--- src/rtl/mem_pkg.sv ---
// rtl/mem_pkg.sv - shared types for the memory request/response path
package mem_pkg;

    localparam logic TAG_IF = 1'b0;
    localparam logic TAG_LS = 1'b1;

    typedef struct packed {
        logic tag;
        logic kill;
    } tag_entry_t;

endpackage

--- src/rtl/tag_fifo.sv ---
// rtl/tag_fifo.sv - in-order FIFO of read requester tags with bulk kill on flush
module tag_fifo
    import mem_pkg::*;
#(
    parameter int DEPTH = 4,
    parameter int PTR_W = $clog2(DEPTH),
    parameter int CNT_W = $clog2(DEPTH) + 1
) (
    input  logic             clk,
    input  logic             rst,
    input  logic             push,
    input  logic             push_tag,
    input  logic             pop,
    input  logic             flush,
    output logic             head_tag,
    output logic             head_kill,
    output logic [CNT_W-1:0] count,
    output logic             full,
    output logic             empty
);

    tag_entry_t       entries [DEPTH];
    logic [PTR_W-1:0] wr_ptr;
    logic [PTR_W-1:0] rd_ptr;
    logic             do_push;
    logic             do_pop;

    assign full      = (count == CNT_W'(DEPTH));
    assign empty     = (count == '0);
    assign do_push   = push && !full;
    assign do_pop    = pop && !empty;
    assign head_tag  = entries[rd_ptr].tag;
    assign head_kill = entries[rd_ptr].kill;

    // Flush marks every slot; killing dead slots is harmless because a push
    // always rewrites its slot, and the push below overrides the flush mark.
    always_ff @(posedge clk) begin
        if (rst) begin
            for (int i = 0; i < DEPTH; i++) begin
                entries[i] <= '0;
            end
            wr_ptr <= '0;
            rd_ptr <= '0;
            count  <= '0;
        end else begin
            if (flush) begin
                for (int i = 0; i < DEPTH; i++) begin
                    entries[i].kill <= 1'b1;
                end
            end
            if (do_push) begin
                entries[wr_ptr] <= '{tag: push_tag, kill: 1'b0};
                wr_ptr          <= wr_ptr + 1'b1;
            end
            if (do_pop) begin
                rd_ptr <= rd_ptr + 1'b1;
            end
            case ({do_push, do_pop})
                2'b10:   count <= count + 1'b1;
                2'b01:   count <= count - 1'b1;
                default: count <= count;
            endcase
        end
    end

endmodule

--- src/rtl/mem_resp_router.sv ---
// rtl/mem_resp_router.sv - steers returning memory read words to IF or LS by issue order
module mem_resp_router
    import mem_pkg::*;
#(
    parameter int DATA_W = 32,
    parameter int DEPTH  = 4
) (
    input  logic                     clk,
    input  logic                     rst,
    input  logic                     issue_valid,
    input  logic                     issue_tag,
    output logic                     issue_ready,
    input  logic                     flush,
    input  logic                     mem_rvalid,
    input  logic [DATA_W-1:0]        mem_rdata,
    output logic                     if_valid,
    output logic [DATA_W-1:0]        if_data,
    output logic                     ls_valid,
    output logic [DATA_W-1:0]        ls_data,
    output logic [$clog2(DEPTH):0]   outstanding,
    output logic                     err_orphan
);

    logic head_tag;
    logic head_kill;
    logic full;
    logic empty;
    logic do_pop;

    // full comes from the registered count only, so a same-cycle pop never
    // opens issue_ready combinationally.
    assign issue_ready = !full;
    assign do_pop      = mem_rvalid && !empty;

    tag_fifo #(
        .DEPTH (DEPTH)
    ) u_tag_fifo (
        .clk       (clk),
        .rst       (rst),
        .push      (issue_valid && issue_ready),
        .push_tag  (issue_tag),
        .pop       (do_pop),
        .flush     (flush),
        .head_tag  (head_tag),
        .head_kill (head_kill),
        .count     (outstanding),
        .full      (full),
        .empty     (empty)
    );

    always_ff @(posedge clk) begin
        if (rst) begin
            if_valid   <= 1'b0;
            ls_valid   <= 1'b0;
            if_data    <= '0;
            ls_data    <= '0;
            err_orphan <= 1'b0;
        end else begin
            if_valid   <= 1'b0;
            ls_valid   <= 1'b0;
            err_orphan <= mem_rvalid && empty;
            if (do_pop && !head_kill) begin
                if (head_tag == TAG_LS) begin
                    ls_data  <= mem_rdata;
                    ls_valid <= 1'b1;
                end else begin
                    if_data  <= mem_rdata;
                    if_valid <= 1'b1;
                end
            end
        end
    end

endmodule

--- config.mk ---
export PLATFORM = sky130hd
export DESIGN_NAME = mem_resp_router
export DESIGN_NICKNAME = d
export VERILOG_FILES = /design/src/rtl/mem_pkg.sv /design/src/rtl/tag_fifo.sv /design/src/rtl/mem_resp_router.sv
export SDC_FILE = /design/constraint.sdc
export NUM_CORES = 1
export LEC_CHECK = 0
export CAP_MARGIN = 40
export CELL_PAD_IN_SITES_DETAIL_PLACEMENT = 0
export CELL_PAD_IN_SITES_GLOBAL_PLACEMENT = 2
export CORE_MARGIN = 10
export CORE_UTILIZATION = 29
export DETAILED_ROUTE_END_ITERATION = 6
export PLACE_DENSITY = 0.86
export SLEW_MARGIN = 20
export SYNTH_ARGS = -nofsm -noshare
export SYNTH_HDL_FRONTEND = slang
export SYNTH_SLANG_ARGS = --single-unit
--- constraint.sdc ---
create_clock -name clk -period 3.1 [get_ports clk]
set_input_delay 0.775 -clock clk [delete_from_list [all_inputs] [get_ports clk]]
set_output_delay 0.775 -clock clk [all_outputs]
set_load 0.1 [all_outputs]
; ---- After elaboration in Yosys (flattened, before gate mapping)
; Memories as Yosys holds them, arrays and structs flattened. A register that Yosys moved wholly into a read port is not among the register bits.
; Index checks and enable logic that the tools add are counted.
[totals]
wordCells = 53
regBits = 74
ram_bits = 8
memories = 1
output_inout_bits = 71
inputBits = 38
[classes]
n_addsub = 4
n_eq_ne = 3
bitwise = 6
n_reduce_logical = 14
muxes = 17
[memory_table]
columns = memory, words, word_bits, rd, rd_clocked_by_memory_dff, write_ports, line_no
row1 = u_tag_fifo.entries, 4, 2, 1, 1, 5, tag_fifo.sv:22  ; tag_entry_t entries [DEPTH];
[op_table]
columns = cell, count
row1 = 2-to-1 mux 1 bit, 14
row2 = logical AND 1 bit, 6
row3 = one-hot mux 3 bit (2 select lines), 1
row4 = "adder 2 x 1 -> 2 bit, second input constant", 2
row5 = 2-to-1 mux 2 bit, 2
row6 = OR 1 bit, 4
row7 = AND reduction 2 bit, 2
row8 = "adder 3 x 1 -> 3 bit, second input constant", 1
row9 = "equality test 3 bit, second input constant", 1
row10 = zero test 1 bit, 3
row11 = zero test 3 bit, 1
row12 = "subtractor 3 x 1 -> 3 bit, second input constant", 1
row13 = "equality test 2 x 1 -> 1 bit, second input constant", 1
row14 = "equality test 2 bit, second input constant", 1
row15 = inverter 1 bit, 2
row16 = nonzero test 2 bit, 1
row17 = OR reduction 2 bit, 1

; ---- Depth between registers and ports, before layout
[logic_depth]
word_depth = 7
mapped_depth = 11
depth_no_buf = 9

; ---- Cells and area by module
; A second synthesis with hierarchy kept.
[hier_totals]
hier_cells = 335
area_unflattened_um2 = 3592.2
[modules_own_cells]
columns = module, cells_per_inst, area_per_inst_um2, seq_area_each_um2, instances
row1 = mem_resp_router, 257, 2742.6, 1341.3, 1
row2 = tag_fifo, 78, 849.6, 380.4, 1

; ---- Worst setup path before layout
; No wires, ideal clock.
[synth_path]
path_kind = register to register
from = register u_tag_fifo.count[2]
to = register u_tag_fifo.count[2]
path_stages_with_launch = 12
path_buffers = 2
setup_slack_ns = -0.703
setup_ns = 0.071
t_arrival_ns = 3.732
t_required_ns = 3.029
synth_period_minus_slack_ns = 3.803
path_cell_list = dfxtp_1 > or3b_1 > clkbuf_1 > and2_1 > clkbuf_1 > inv_1 > ha_1 > inv_1 > fa_1 > xor2_1 > or3_1 > a21oi_1
[synth_between]
elab_chain_len = 6
word_cells_on_any_way = 14
classes_between = add/sub: 2 / eq/ne: 3 / mux: 1 / reduce/logical: 8
[synth_lines]
columns = item, line_no
row1 = from (decl), tag_fifo.sv:17  ; output logic [CNT_W-1:0] count,
row2 = from (signal assigned), tag_fifo.sv:59  ; 2'b10: count <= count + 1'b1;
row3 = from (signal assigned), tag_fifo.sv:60  ; 2'b01: count <= count - 1'b1;
row4 = from (signal assigned), tag_fifo.sv:61  ; default: count <= count;
row5 = equality test 3 bit *, tag_fifo.sv:28  ; assign full = (count == CNT_W'(DEPTH));
row6 = zero test 1 bit *, mem_resp_router.sv:32  ; assign issue_ready = !full;
row7 = net issue_ready, mem_resp_router.sv:12  ; output logic issue_ready,
row8 = logical AND 1 bit, mem_resp_router.sv:40  ; .push (issue_valid && issue_ready),
row9 = logical AND 1 bit *, tag_fifo.sv:30  ; assign do_push = push && !full;
row10 = equality test 2 x 1 -> 1 bit / equality test 2 bit (equally long branches), tag_fifo.sv:58  ; case ({do_push, do_pop})
row11 = one-hot mux 3 bit (2 select lines) / nonzero test 2 bit (equally long branches), --
; The timed path passes the listed nets; every way through them passes the cells marked *.
; A chain may end at the register's enable or synchronous reset.

; ---- Worst setup path in the final report
[layout_path]
from = input port issue_valid
to = register u_tag_fifo.count[2]
[layout_between]
elab_chain_len = 4
word_cells_on_any_way = 6
classes_between = eq/ne: 2 / mux: 1 / reduce/logical: 3
[layout_lines]
columns = item, line_no
row1 = from (decl), mem_resp_router.sv:10  ; input logic issue_valid,
row2 = logical AND 1 bit *, mem_resp_router.sv:40
row3 = logical AND 1 bit *, tag_fifo.sv:30
row4 = equality test 2 x 1 -> 1 bit / equality test 2 bit (equally long branches), tag_fifo.sv:58
row5 = one-hot mux 3 bit (2 select lines) / nonzero test 2 bit (equally long branches), --
; Mark *: on every way between the ends. The rest lies on a longest branch, timed or not.

==> impl_metrics.env <==
export IMPL_post_route_util=0.4076
export IMPL_clock_sinks=84
export IMPL_routedWlPerCell_um=14.51
export IMPL_path_max_fanout=9
export IMPL_period_minus_slack_ns=2.562
export IMPL_number_of_antenna_cells_inserted=0
export IMPL_cap_violations=0
export IMPL_netlist_area_um2=3573
export IMPL_post_route_cell_area_um2=4916
export IMPL_r2r_end="u_tag_fifo.count[2]"
export IMPL_cts_max_path_buffers=2
export IMPL_r2r_slack_ns=0.59
export IMPL_chipWidth_um=131.0
export IMPL_grt_overflow=0
export IMPL_syn_avg_cell_area_um2=10.83
export IMPL_critical_path_most_common_cell="sky130_fd_sc_hd__inv_1"
export IMPL_antenna_violating_nets_post_route=0
export IMPL_power_static_leakage_uw=0.002144
export IMPL_design_die_area_um2=17160
export IMPL_layout_area_overhead_vs_synth_pct=37.57
export IMPL_tritoncts_num_buffers=9
export IMPL_delay_of_the_slowest_cell_on_the_worst_path_ns=0.49
export IMPL_cellPowerDensity_nw_per_um2=885.7
export IMPL_synthMostInstantiatedCell="sky130_fd_sc_hd__nand2b_1"
export IMPL_clock_pin_slew_reported_for_the_worst_setup_and_hold_paths_after_clock_tree_synthesis_ns=0.06
export IMPL_floorplan_initialDensity=0.2963
export IMPL_initial_antenna_violation_count=0
export IMPL_async_reset_ff_frac=0
export IMPL_worst_reg2reg_path_startpoint="u_tag_fifo.count[0]"
export IMPL_routed_via_count=2531
export IMPL_detailedPlacementHpwl_um=6596
export IMPL_synth_edf_count=4
export IMPL_worst_skew_pair_late_latency_ns=0.34
export IMPL_syn_num_nets=374
export IMPL_synthDominantAreaCellType="sky130_fd_sc_hd__dfxtp_1"
export IMPL_hold_path_class="register to register"
export IMPL_placement_rows=40
export IMPL_grt_pass1_vias=2685
export IMPL_worst_setup_path_end_kind="register"
export IMPL_least_setup_slack_across_all_paths_after_layout_ns=0.5377
export IMPL_setup_tns_ns=0
export IMPL_post_cts_buffers=0
export IMPL_finalCritPeriodShare=0.8266
export IMPL_arrival_ns=2.83
export IMPL_drt_drc_violations_left=0
export IMPL_worst_slew_margin_rel=0.6633
export IMPL_hold_viol=0
export IMPL_ys_dominant_reg_cell="sky130_fd_sc_hd__dfxtp_1"
export IMPL_timing_max_transition_violations_final=0
export IMPL_drtIter0Drc=105
export IMPL_synth_top_cells_by_count="sky130_fd_sc_hd__nand2b_1, sky130_fd_sc_hd__dfxtp_1, sky130_fd_sc_hd__mux2i_1"
export IMPL_cp_slowest_cell="sky130_fd_sc_hd__clkdlybuf4s50_1"
export IMPL_post_synth_num_cell_types=34
export IMPL_cts_resized=0
export IMPL_startpoint_type="input pin"
export IMPL_timing_critical_path_required_ns=3.36
export IMPL_grt_start_max_net_pins=35
export IMPL_gpl_final_weighted_congestion=0.7054
export IMPL_max_freq_ghz=0.3903
export IMPL_rr_worst_depth=9
export IMPL_pre_cts_slack_ns=0.1746
export IMPL_final_setup_viol_count=0
export IMPL_placement_cell_area_um2=4626
export IMPL_buffer_ports_inserted=108
export IMPL_hold_ws_ns=0.4744
export IMPL_grt_use_total=0.1036
export IMPL_ys_warn_count=0
export IMPL_drtPass1Iterations=4
export IMPL_finalClockSkew_ns=0.003256
export IMPL_synth_seq_area_share=0.4818
export IMPL_fin_nets=480
export IMPL_criticalPathCategory="input pin to register"
export IMPL_route_final_wire_length_um=8838
export IMPL_synth_area_leaders="sky130_fd_sc_hd__dfxtp_1, sky130_fd_sc_hd__mux2i_1, sky130_fd_sc_hd__nand2b_1, sky130_fd_sc_hd__edfxtp_1, sky130_fd_sc_hd__ha_1"
export IMPL_die_height_um=131.0
export IMPL_worst_slew_pin_slew_ns=0.4987
export IMPL_vias_per_cell=4.156
export IMPL_status="finished, final reports clean"
export IMPL_h_tree_depth=3
export IMPL_grt_pass1_wl_um=13850
export IMPL_critical_path_endpoint="u_tag_fifo.count[2]"
export IMPL_post_route_cells_drive_above_1_share=0.2336
export IMPL_yosys_area_top_type_share=0.4482
export IMPL_peakVddDrop_mv=0.6518
export IMPL_cts_root_buffer_cell="sky130_fd_sc_hd__clkbuf_16"
export IMPL_timing_critical_path_from="issue_valid"
export IMPL_post_cts_hold_buffer_count=0
export IMPL_cts_tree="done"
export IMPL_yosys_register_bits=84
export IMPL_rsz0062_at_grt="false"
export IMPL_design_portCount=109
export IMPL_syn_instance_count=330
export IMPL_timing_critical_path_cells="clkdlybuf4s50_1 > and2_1 > inv_1 > ha_1 > inv_1 > fa_1 > xor2_1 > or3_1 > a21oi_1"
export IMPL_floorplan_core_area_um2=12060
per-layer routing:
layer / GRT usage / share of wire / vias to the layer above
met1: 0.1228 / 0.45 / 1142
li1: - / - / 1308
met3: 0.03626 / 0.080 / 13
met2: 0.1635 / 0.45 / 68
met5: 0 / 0 / -
met4: 0.05101 / 0.019 / 0
critical path, delay by kind of cell:
family / cells / cell delay (ns)
compound gates: 1 / 0.14
xor+xnor: 1 / 0.16
fa+ha+maj: 2 / 0.54
buf+inv: 3 / 0.64
simple gates: 2 / 0.57
power by group:
| group | total (µW) | switching (µW) | internal [µW] |
|---|---|---|---|
| sequential | 1380 | 117 | 1270 |
| combinational | 1930 | 1430 | 504 |
| clock | 1040 | 429 | 607 |
how the worst min path moves through the flow:
stage                             start                        to  slack, ns  cells past startpoint
2_1_floorplan  u_tag_fifo.entries[2][0]  u_tag_fifo.entries[2][0]       0.46                      2
3_3_place_gp                 if_data[1]                if_data[1]       0.46                      2
3_5_place_dp        u_tag_fifo.count[2]                err_orphan       0.46                      1
4_1_cts                     ls_data[22]               ls_data[22]       0.48                      2
5_1_grt                      if_data[9]                if_data[9]       0.49                      2
6_report                    if_data[19]               if_data[19]       0.47                      2
flip-flops by register name, summed over array words and instances (netlist names), named ones only:
register / cells
u_tag_fifo.entries: 8
if_valid: 1
if_data: 32
u_tag_fifo.wr_ptr: 2
u_tag_fifo.rd_ptr: 2
ls_valid: 1
u_tag_fifo.count: 3
err_orphan: 1
ls_data: 32
stage by stage:
step	cells	power, µW
finish	609	4354
global route	609	4559
CTS	609	4425
detailed placement	593	3366
global placement	593	3356
floorplan	330	2957
cell families after synthesis:
logic type / share of synthesized area
fa+ha+maj: 0.02311
simple gates: 0.2178
compound gates: 0.03396
xor+xnor: 0.009806
mux: 0.1919
buf+inv: 0.04167
flops: 0.4818
placed cells by master, fill, tap and decap left out, types with 3 or more instances in the layout:
master	count
sky130_fd_sc_hd__inv_1	7
sky130_fd_sc_hd__a21o_1	6
sky130_fd_sc_hd__xor2_1	3
sky130_fd_sc_hd__edfxtp_1	4
sky130_fd_sc_hd__a211oi_1	4
sky130_fd_sc_hd__and2_1	5
sky130_fd_sc_hd__nand2b_1	98
sky130_fd_sc_hd__buf_4	79
sky130_fd_sc_hd__ha_1	5
sky130_fd_sc_hd__clkbuf_8	3
sky130_fd_sc_hd__clkbuf_16	9
sky130_fd_sc_hd__nor2_1	10
sky130_fd_sc_hd__a21oi_1	4
sky130_fd_sc_hd__dfxtp_1	77
sky130_fd_sc_hd__clkdlybuf4s50_1	36
sky130_fd_sc_hd__mux2i_1	64
layout make-up:
cell class | count | area [µm²]
Clock inverter | 3 | 20.02
Clock buffer | 13 | 270.3
Inverter | 7 | 26.28
Tap cell | 168 | 210.2
Sequential cell | 84 | 1728
Timing Repair Buffer | 116 | 958.4
Fill cell | 1202 | 7146
Multi-Input combinational cell | 218 | 1703
Note: power is estimated with default switching activity, not from simulation.
